==> src/rtl/status_flags_unit.sv <==
// Processor status register (Z/N/C/V) with a LIFO flag-save stack and branch-condition evaluator.
// Define FLAGS_PARITY_EN to add the P (even-parity) flag, saved and restored along with the rest.
module status_flags_unit #(
  parameter int unsigned DATA_W      = 16,
  parameter int unsigned STACK_DEPTH = 4,
  localparam int unsigned CNT_W      = $clog2(STACK_DEPTH + 1)
) (
  input  logic              clk,
  input  logic              reset,
  input  logic [DATA_W-1:0] alu_result,
  input  logic              alu_carry,
  input  logic              alu_ovf,
  input  logic [3:0]        flag_we,
  input  logic              flag_push,
  input  logic              flag_pop,
  input  logic              err_clr,
  input  logic [3:0]        cond_code,
  output logic [4:0]        flags,
  output logic              cond_true,
  output logic [CNT_W-1:0]  stk_count,
  output logic              stk_full,
  output logic              stk_empty,
  output logic              stk_err
);

`ifdef FLAGS_PARITY_EN
  localparam int unsigned FLAG_W = 5;
`else
  localparam int unsigned FLAG_W = 4;
`endif
  localparam logic [CNT_W-1:0] DEPTH_CNT = CNT_W'(STACK_DEPTH);
  localparam logic [CNT_W-1:0] ONE_CNT   = CNT_W'(1);

  logic [FLAG_W-1:0] flags_q, flags_d, alu_flags, top_data;
  logic [FLAG_W-1:0] stack_q [STACK_DEPTH];
  logic [FLAG_W-1:0] stack_d [STACK_DEPTH];
  logic [CNT_W-1:0]  count_q, count_d, top_idx, wr_idx;
  logic              err_q, err_d;
  logic              full, empty;
  logic              do_swap, do_push, do_pop, new_err, stack_we;
  logic              z, n, c, v, p;

  assign full    = (count_q == DEPTH_CNT);
  assign empty   = (count_q == '0);
  assign top_idx = count_q - ONE_CNT;

  // Candidate flags from the ALU; flags whose enable is low hold their value.
  always_comb begin
    alu_flags = flags_q;
    if (flag_we[0]) alu_flags[0] = (alu_result == '0);
    if (flag_we[1]) alu_flags[1] = alu_result[DATA_W-1];
    if (flag_we[2]) alu_flags[2] = alu_carry;
    if (flag_we[3]) alu_flags[3] = alu_ovf;
`ifdef FLAGS_PARITY_EN
    if (flag_we[0]) alu_flags[4] = ~^alu_result;
`endif
  end

  always_comb begin
    top_data = '0;
    for (int i = 0; i < STACK_DEPTH; i++) begin
      if (CNT_W'(i) == top_idx) top_data = stack_q[i];
    end
  end

  // Push+pop on an empty stack degrades to a plain push (never an error).
  always_comb begin
    do_swap = flag_push & flag_pop & ~empty;
    do_push = flag_push & ~do_swap & ~full;
    do_pop  = flag_pop & ~flag_push & ~empty;
    new_err = (flag_push & ~do_swap & full) | (flag_pop & ~flag_push & empty);
  end

  always_comb begin
    flags_d  = alu_flags;
    count_d  = count_q;
    stack_we = 1'b0;
    wr_idx   = count_q;
    if (do_swap) begin
      flags_d  = top_data;
      stack_we = 1'b1;
      wr_idx   = top_idx;
    end else if (do_pop) begin
      flags_d = top_data;
      count_d = count_q - ONE_CNT;
    end else if (do_push) begin
      stack_we = 1'b1;
      count_d  = count_q + ONE_CNT;
    end

    for (int i = 0; i < STACK_DEPTH; i++) begin
      stack_d[i] = stack_q[i];
      if (stack_we && (CNT_W'(i) == wr_idx)) stack_d[i] = flags_q;
    end

    // A fresh error beats a simultaneous clear.
    err_d = err_q;
    if (new_err) begin
      err_d = 1'b1;
    end else if (err_clr) begin
      err_d = 1'b0;
    end
  end

  always_ff @(posedge clk or posedge reset) begin
    if (reset) begin
      flags_q <= '0;
      count_q <= '0;
      err_q   <= 1'b0;
      for (int i = 0; i < STACK_DEPTH; i++) begin
        stack_q[i] <= '0;
      end
    end else begin
      flags_q <= flags_d;
      count_q <= count_d;
      err_q   <= err_d;
      for (int i = 0; i < STACK_DEPTH; i++) begin
        stack_q[i] <= stack_d[i];
      end
    end
  end

`ifdef FLAGS_PARITY_EN
  assign flags = flags_q;
`else
  assign flags = {1'b0, flags_q};
`endif

  assign stk_count = count_q;
  assign stk_full  = full;
  assign stk_empty = empty;
  assign stk_err   = err_q;

  assign z = flags[0];
  assign n = flags[1];
  assign c = flags[2];
  assign v = flags[3];
  assign p = flags[4];

  always_comb begin
    cond_true = 1'b0;
    case (cond_code)
      4'd0:  cond_true = z;
      4'd1:  cond_true = ~z;
      4'd2:  cond_true = c;
      4'd3:  cond_true = ~c;
      4'd4:  cond_true = n;
      4'd5:  cond_true = ~n;
      4'd6:  cond_true = v;
      4'd7:  cond_true = ~v;
      4'd8:  cond_true = (n == v);
      4'd9:  cond_true = (n != v);
      4'd10: cond_true = ~z & (n == v);
      4'd11: cond_true = z | (n != v);
      4'd12: cond_true = c & ~z;
      4'd13: cond_true = ~c | z;
      4'd14: cond_true = 1'b1;
      4'd15: cond_true = p;  // constant 0 when the parity flag is not built
      default: cond_true = 1'b0;
    endcase
  end

endmodule

==> config.mk <==
export PLATFORM = sky130hd
export DESIGN_NAME = status_flags_unit
export DESIGN_NICKNAME = d
export VERILOG_FILES = /design/src/rtl/status_flags_unit.sv
export SDC_FILE = /design/constraint.sdc
export NUM_CORES = 1
export LEC_CHECK = 0
export ABC_CLOCK_PERIOD_IN_PS = 4120
export BUFFER_PORTS_ARGS = -buffer_cell sky130_fd_sc_hd__buf_2
export CAP_MARGIN = 0
export CORE_UTILIZATION = 32
export CTS_CLUSTER_DIAMETER = 120
export CTS_CLUSTER_SIZE = 25
export DETAILED_ROUTE_END_ITERATION = 8
export PLACE_DENSITY = 0.63
export SLEW_MARGIN = 20
export SYNTH_ARGS = -nofsm -noshare
export SYNTH_HDL_FRONTEND = slang
export SYNTH_SLANG_ARGS = --single-unit
==> constraint.sdc <==
create_clock -name clk -period 4.12 [get_ports clk]
set_input_delay 0.618 -clock clk [delete_from_list [all_inputs] [get_ports clk]]
set_output_delay 0.618 -clock clk [all_outputs]
set_load 0.005 [all_outputs]
### After elaboration in Yosys (flattened, before gate mapping)

Index checks and enable logic that the tools add are counted.

| word-level totals | value |
|---|---|
| word-level logic and storage cells | 92 |
| register bits after elaboration | 24 |
| input bits | 31 |
| output and inout port bits | 12 |

| cells by class | value |
|---|---|
| reductions and logical operators | 16 |
| multiplexer cells | 19 |
| add/subtract/negate cells | 2 |
| equal/unequal tests | 24 |
| bitwise logic cells | 21 |

Operators with widths:

| kind | count |
|---|---|
| $eq 4x4->1 const B | 8 |
| $mux 4 | 6 |
| $eq 4x3->1 const B | 4 |
| $logic_not 16->1 | 1 |
| $pmux 1 s16 | 1 |
| $eq 2x3->1 const A | 4 |
| $reduce_bool 3->1 | 4 |
| $and 1x1->1 | 10 |
| $logic_not 3->1 | 3 |
| $mux 1 | 9 |
| $mux 3 | 3 |
| $eq 4x2->1 const B | 2 |
| $not 1->1 | 8 |
| $eq 1x3->1 const A | 2 |
| $eq 4x1->1 const B | 1 |
| $logic_and 1x1->1 | 4 |
| $logic_not 4->1 | 1 |
| $reduce_bool 2->1 | 2 |
| $add 3x1->3 const B | 1 |
| $eq 3x3->1 const B | 1 |
| $or 1x1->1 | 3 |
| $sub 3x1->3 const B | 1 |
| $reduce_and 2->1 | 1 |
| $eq 1x1->1 | 1 |
| $ne 1x1->1 | 1 |

### Logic depth before layout (Yosys ltp)

Gate-level depths: netlist (run 1).

| logic depth | value |
|---|---|
| word-level depth | 10 |
| mapped depth | 7 |
| depth with buffers taken out | 7 |

### Least setup slack after synthesis (run 1)

OpenSTA, ideal clock, no wires.

| path | value |
|---|---|
| path kind | input port to output port |
| start point | input cond_code[3] |
| end point | output cond_true |
| setup slack | 1841 ps |
| arrival | 1661 ps |
| buffers on the path | 1 |
| required time | 3502 ps |
| stages | 5 |
| path through | clkbuf_1 > or4b_2 > a21oi_1 > nand2_1 > nand4_1 |

| between the ends | value |
|---|---|
| longest elaborated chain between the ends | 2 |
| elaborated cells between the ends (all ways) | 17 |
| those cells by class | eq/ne: 15; mux: 1; reduce/logical: 1 |

RTL lines:

| element | line | source |
|---|---|---|
| start, declared | 17 | `input logic [3:0] cond_code,` |
| $eq 4x4->1, or another cell as far along | 142 | `case (cond_code)` |
| $pmux 1 s16 * | 142 |  |
| end, declared | 19 | `output logic cond_true,` |

Every way passes the cells marked *; elsewhere a longest branch is shown, timed or not.

### Final worst setup path (run 1)

| path | value |
|---|---|
| start point | input cond_code[1] |
| end point | output cond_true |

Same word-level chain as after synthesis.

==> metrics.cfg, run 1 <==
[floorplanning]
die_x_um=73.5
start_util=0.340
design.core.area_mm2=0.00482
die_h_um=73.5
die_area_mm2=0.00541
row_count=25
boundaryPins=43

[timing]
fin_worst_skew_ns=0.00355
post-route-period-util=0.595
timing.fmax_mhz=408
setup-violations-final=0
hold_viol_final=0
rsz0062_at_grt=no
tns_ns=0
maxSlewHeadroom=0.390
worstMarginPinSlew_ns=0.914
fin_crit_ns=2.45
finalMaxSlewViolations=0

[clocking]
cts_resized=0
cts_max_path_buffers=2
clk_latency_ns=0.27
cts_root_buffer=clkbuf_8
cts.clk_slew.worst_paths_ns=0.09
cts_tree=built
cts_buffers=3
cts-hold-fix-buffers=0
cts-htree-levels=1
cts_num_sinks=24
postCtsSetupBuffers=0

[placed_design]
hpwl_um=2600
io_buffers=41
gp_congestion=0.783

[synthesis]
synth_fp_nets=202
synth_ff_type=dfrtp_1
synth_edf_count=0
ys_top_cells_by_area=dfrtp_1 37%, mux2_1 9.6%, ha_1 4.6%
syn-instance-count=165
async_flop_share=1.00
synth_top_cell_by_area=dfrtp_1
ys_warn_count=0
syn_area_mm2=0.00164
synth_top_area_share=0.367
synth-seq-area-share=0.367
synth_seq_cells=24
synth_cell_types=50
synth.avg_cell_area_um2=9.93

[routing]
viasPerCell=5.08
first_pass_iters=5
wire_per_inst_um=13.2
drc_errors=0
drtIter0Drc=38
routed-via-count=1357
routed_wl_um=3520
ant_nets=0

[finish]
final_nets=238
layout-drive-gt1-share=0.285
n_antenna_cell=0
syn_to_final_growth_pct=18.9

[min_path]
holdCritStartpoint=stack_q[8]$_DFFE_PP0P_
hold_path.class=reg2reg

[run_status]
outcome=finished clean

[worst_setup_path]
worstPathMaxFanout=9
criticalPathCategory=in2out
arrival_ns=1.83
end_kind=primary output
start_kind=input port
reg2reg_from=stk_count[0]$_DFFE_PP0P_
startpoint=cond_code[1]
required_ns=3.50

[global_routing]
grt_max_degree=25
grt-ovfl-total=0
grt_pass1_vias=1160
antenna_found_initial=0
grt_util_all_layers=0.138
grt_pass1_wl_um=5660

[power]
p_per_area_mw_per_mm2=677
total_power_uw=1320
p_leak_uw=0.000880
peakVddDrop_mv=0.425

[job]
cap_viol_max_count=0

-- kinds of logic (layout without fill, tap and decap cells) --
family                     Yosys count  count (layout)  synth area share
buffers and inverters               23              58            0.0603
DFF                                 24              24             0.367
other                                1               1           0.00229
muxes                               19              19             0.127
AOI/OAI and AO/OA                   49              49             0.225
and+or+nand+nor                     40              40             0.157
adders and majority gates            6               6            0.0458
xor gates and xnor gates             3               3            0.0160
-- report_power, final --
group / internal [uW] / switching, uW / leakage [uW] / total, uW
registers: 350 / 120 / 0.000293 / 471
clock network: 130 / 80.9 / 0.0000357 / 211
logic: 300 / 338 / 0.000551 / 638
total: 780 / 540 / 0.000880 / 1320
-- final cells by class --
type | instances | area (um2)
fillers | 491 | 2870
multi-input cells | 118 | 938
flip-flops and latches | 24 | 601
repair buffers | 41 | 205
well taps | 67 | 83.8
inverters | 13 | 48.8
clock buffers | 3 | 41.3
clock inverters | 1 | 30.0
-- per-stage QoR --
stage / area (um2) / setup slack (ns) / std cells / hold slack [ns] / utilization
floorplan: 1640 / 1.84 / 165 / 0.458 / -
global placement: 1880 / 1.70 / 263 / 0.469 / 0.390
detailed placement: 1880 / 1.67 / 263 / 0.474 / 0.390
CTS: 1950 / 1.67 / 267 / 0.495 / 0.404
global route: 1950 / 1.59 / 267 / 0.508 / 0.404
finish: 1950 / 1.67 / 267 / 0.491 / 0.404
-- cells in the mapped netlist, drive strengths merged, types with 2 or more instances --
library cell and number:
a21oi 12, buf 5, xnor2 2, a31oi 2, a221oi 5, a2111oi 3, clkbuf 5, ha 6
a211oi 4, nand3b 2, inv 13, nor3 2, nor3b 2, nand2 7, nor2b 2, nand4 2
dfrtp 24, a32oi 2, mux2i 5, and2 2, nor4 4, o21ai 9, mux2 14, nor2 8
nand2b 5, or4b 2
-- final timing paths --
check	end	slack [ns]	cells past startpoint
setup / recovery	cond_true	1.67	6
hold / removal	stack_q[8]$_DFFE_PP0P_	0.49	1
setup reg to reg	stack_q[12]$_DFFE_PP0P_	1.74	7
hold reg to reg	stack_q[8]$_DFFE_PP0P_	0.49	1
max in group asynchronous	flags_q[0]$_DFFE_PP0P_	3.03	2
min in group asynchronous	stk_err$_DFFE_PP0P_	0.53	2
-- worst max-delay path: stages --
cell	delay (ns)
buf_2	0.14
or4b_2	0.69
a21oi_1	0.15
nand2_1	0.06
nand4_1	0.06
buf_2	0.11
-- flip-flops by register name (all words and copies together), names as in the netlist --
signal	count
stk_err	1
flags_q	4
stack_q	16
stk_count	3
-- layer usage --
layer  vias up  track usage  wire length (um)
met4         0       0.0321                23
li1        688            -                 -
met1       634        0.189              1730
met2        31        0.219              1650
met5         -            0                 0
met3         4       0.0329               116
-- cells in the final DEF, fill, tap and decap left out, types with 2 or more instances in the layout --
cell type  Yosys  layout
ha_1           6       6
a21oi_1       12      12
nor2_4         2       2
a32oi_2        2       2
buf_2          3      41
nor4_1         4       4
nor2b_1        2       2
nor2_2         2       2
nand4_1        2       2
a211oi_1       4       4
nand2_1        7       7
a221oi_1       5       5
a2111oi_0      3       3
xnor2_1        2       2
clkbuf_8       0       3
o21ai_0        9       9
nand3b_1       2       2
mux2i_1        5       5
dfrtp_1       24      24
nand2b_1       4       4
inv_1         13      13
mux2_1        14      14
nor2_1         4       4
nor3_1         2       2
nor3b_1        2       2
Note: power is estimated with default switching activity, not from simulation.
==> run 2: changes to the inputs <==
--- a/config.mk
+++ b/config.mk
@@ -5,14 +5,15 @@
 export SDC_FILE = /design/constraint.sdc
 export NUM_CORES = 1
 export LEC_CHECK = 0
-export ABC_CLOCK_PERIOD_IN_PS = 4120
+export ABC_AREA = 1
+export ABC_CLOCK_PERIOD_IN_PS = 2000
 export BUFFER_PORTS_ARGS = -buffer_cell sky130_fd_sc_hd__buf_2
 export CAP_MARGIN = 0
 export CORE_UTILIZATION = 32
 export CTS_CLUSTER_DIAMETER = 120
 export CTS_CLUSTER_SIZE = 25
 export DETAILED_ROUTE_END_ITERATION = 8
-export PLACE_DENSITY = 0.63
+export PLACE_DENSITY = 0.64
 export SLEW_MARGIN = 20
 export SYNTH_ARGS = -nofsm -noshare
 export SYNTH_HDL_FRONTEND = slang
==> constraint.sdc (replaced) <==
create_clock -name clk -period 2 [get_ports clk]
set_input_delay 0.3 -clock clk [delete_from_list [all_inputs] [get_ports clk]]
set_output_delay 0.3 -clock clk [all_outputs]
set_load 0.005 [all_outputs]
==> run 2 against run 1 <==
Net effect:
- via count increased by 32%
- area after synthesis increased by 11%
- sequential power increased by 94%
- core utilization decreased by 0.68 points
- final cell count increased by 38%
- critical path depth increased by 2
- design area increased by 12%
- critical path type is now reg2reg
- critical endpoint is now flags_q[2]$_DFFE_PP0P_
- highest routed layer unchanged
==> metrics.cfg, run 2 <==
[run_status]
outcome=finished clean

[global_routing]
grt-ovfl-total=0  ; unchanged
grtUsageMet1=0.214  ; +0.0253
grt_util_all_layers=0.155  ; +0.0172
met2_usage=0.243  ; +0.0242
busiest_layer=met2
antenna_found_initial=0  ; unchanged
use_met3=0.0321  ; -0.000779
grt_pass1_wl_um=7250  ; +28%
grt_max_degree=25  ; unchanged
grt_pass1_vias=1579  ; +36%

[job]
cap_viol_max_count=0  ; unchanged

[synthesis]
synth_cell_types=31  ; -38%
synth_edf_count=0  ; unchanged
yosysMostFrequentCell=nand2_1
synth_seq_cells=24  ; unchanged
ys_top_cells_by_count=80 x nand2_1, 26 x nor2_1, 25 x inv_1, 24 x dfrtp_1, 21 x nand4_1
ys_warn_count=0  ; unchanged
synth-seq-area-share=0.332  ; -0.0350
synth_top_area_share=0.332  ; -0.0350
syn-instance-count=253  ; +53%
synth_ff_type=dfrtp_1
ys_top_cells_by_area=dfrtp_1 33%, nand2_1 17%, nand4_1 7.3%
syn_area_mm2=0.00181  ; +11%
async_flop_share=1.00  ; unchanged
synth_top_cell_by_area=dfrtp_1
synth.avg_cell_area_um2=7.16  ; -28%
synth_fp_nets=290  ; +44%

[finish]
n_antenna_cell=0  ; unchanged
ff_latch_area_um2=602  ; +0.21%
layout-drive-gt1-share=0.239  ; -0.0459
largest_reg_flops=16  ; unchanged
syn_to_final_growth_pct=20.2
final_cell_mix=80 x nand2_1, 41 x buf_2, 25 x inv_1, 25 x nor2_1, 23 x dfrtp_1
instances_no_fill=369  ; +38%
multi_input_area_mm2=0.00107  ; +14%
final_common_cell=nand2_1
regMostFlops=stack_q
final_nets=335  ; +41%
fillCellCount=594  ; +21%

[routing]
first_pass_iters=4  ; -1
drtIter0Drc=79  ; +110%
routed-via-count=1785  ; +32%
routed_wl_um=4390  ; +25%
drc_errors=0  ; unchanged
wire_per_inst_um=11.9  ; -9.7%
ant_nets=0  ; unchanged
viasPerCell=4.84  ; -4.8%

[timing]
tns_ns=0  ; unchanged
fin_worst_skew_ns=0.00225  ; -0.00131 ns
timing.fmax_mhz=526
setup-violations-final=0  ; unchanged
hold_viol_final=0  ; unchanged
finalMaxSlewViolations=0  ; unchanged
fin_crit_ns=1.90
post-route-period-util=0.950
rsz0062_at_grt=no
whs_ns=0.0645  ; -0.426 ns

[worst_setup_path]
criticalPathCategory=reg2reg
arrival_ns=2.06  ; +0.23 ns
required_ns=2.16  ; -1.34 ns
worstPathMaxFanout=8  ; -1
reg2reg_from=stk_count[0]$_DFFE_PP0P_
start_kind=flop
end_kind=flop
startpoint=stk_count[0]$_DFFE_PP0P_

[clocking]
cts_root_buffer=clkbuf_8
postCtsSetupBuffers=0  ; unchanged
cts.clk_slew.worst_paths_ns=0.09  ; about the same
cts_tree=built
cts_buffers=3  ; unchanged
clk_latency_ns=0.27  ; about the same
cts_num_sinks=24  ; unchanged
cts_max_path_buffers=2  ; unchanged
cts-htree-levels=1  ; unchanged

[min_path]
hold_path.class=in2async

[power]
p_leak_uw=0.00115  ; +30%
total_power_uw=2930  ; +120%
p_per_area_mw_per_mm2=1350  ; +99%
peakVddDrop_mv=0.446  ; +4.8%

[floorplanning]
die_h_um=77.2  ; +5.0%
row_count=27  ; +8.0%
design.core.area_mm2=0.00547  ; +14%
start_util=0.331  ; -0.00918
boundaryPins=43  ; unchanged
die_x_um=77.2  ; +5.0%
die_area_mm2=0.00596  ; +10%

[placed_design]
gp_congestion=0.834  ; +6.4%
place_inst=365  ; +39%
io_buffers=41  ; unchanged
hpwl_um=3360  ; +29%

==> run 2: kinds of logic after synthesis <==
kind of cell             after synthesis  synth area share
AO/OA/AOI/OAI                         20            0.0670
XOR/XNOR                               3            0.0145
adder cells (fa/ha/maj)                6            0.0415
buffers and inverters                 33            0.0795
flip-flops                            24             0.332
multiplexers                           1           0.00553
other                                  1           0.00207
AND/OR/NAND/NOR                      165             0.458
==> run 2: metal layers <==
| metal | part of all wire | wire [um] |
|---|---|---|
| met1 | 0.49 | 2140 |
| met2 | 0.46 | 2010 |
| met3 | 0.048 | 209 |
| met5 | 0 | 0 |
| met4 | 0.0091 | 40 |
==> run 2: final timing paths <==
path | to | slack (ns) | cells after the start
min in group clk | stk_err$_DFFE_PP0P_ | 0.22 | 2
hold / removal | stk_count[0]$_DFFE_PP0P_ | 0.06 | 3
setup / recovery | flags_q[2]$_DFFE_PP0P_ | 0.10 | 8
max in group asynchronous | flags_q[1]$_DFFE_PP0P_ | 1.67 | 3
setup reg to reg | flags_q[2]$_DFFE_PP0P_ | 0.10 | 8
hold reg to reg | stack_q[15]$_DFFE_PP0P_ | 0.48 | 2
==> run 2: area by class of cell <==
| class | instances | share of cell area |
|---|---|---|
| Multi-Input combinational cell | 196 | 0.491 |
| Timing Repair Buffer | 47 | 0.121 |
| Sequential cell | 24 | 0.277 |
| Clock buffer | 4 | 0.0253 |
| Tap cell | 72 | 0.0414 |
| Inverter | 26 | 0.0449 |
==> run 2: power breakdown <==
| part | switching (uW) | internal, uW | total (uW) |
|---|---|---|---|
| combinational | 1050 | 625 | 1680 |
| sequential | 210 | 704 | 914 |
| clock | 165 | 176 | 341 |
==> run 2: timing repair <==
action                                  CTS  global route
resized for setup                         0             3
hold buffers                              0             0
endpoints found under the setup margin    0             4
==> run 2: metrics by stage <==
| step | utilization | setup WS, ns | cell area [um2] |
|---|---|---|---|
| after floorplan | - | 0.189 | 1810 |
| after global placement | 0.387 | 0.164 | 2120 |
| after detailed placement | 0.387 | 0.132 | 2120 |
| after CTS | 0.397 | 0.0789 | 2170 |
| after global routing | 0.398 | 0.00279 | 2180 |
| final | 0.398 | 0.100 | 2180 |
==> run 2: worst max-delay path, cell delays in order (launching register included) <==
cell and delay [ns]:
dfrtp_1 0.35, inv_1 0.09, ha_1 0.21, ha_1 0.36, inv_1 0.10, nand2_1 0.16, or2_2 0.32, nand3_1 0.11
a21oi_1 0.07
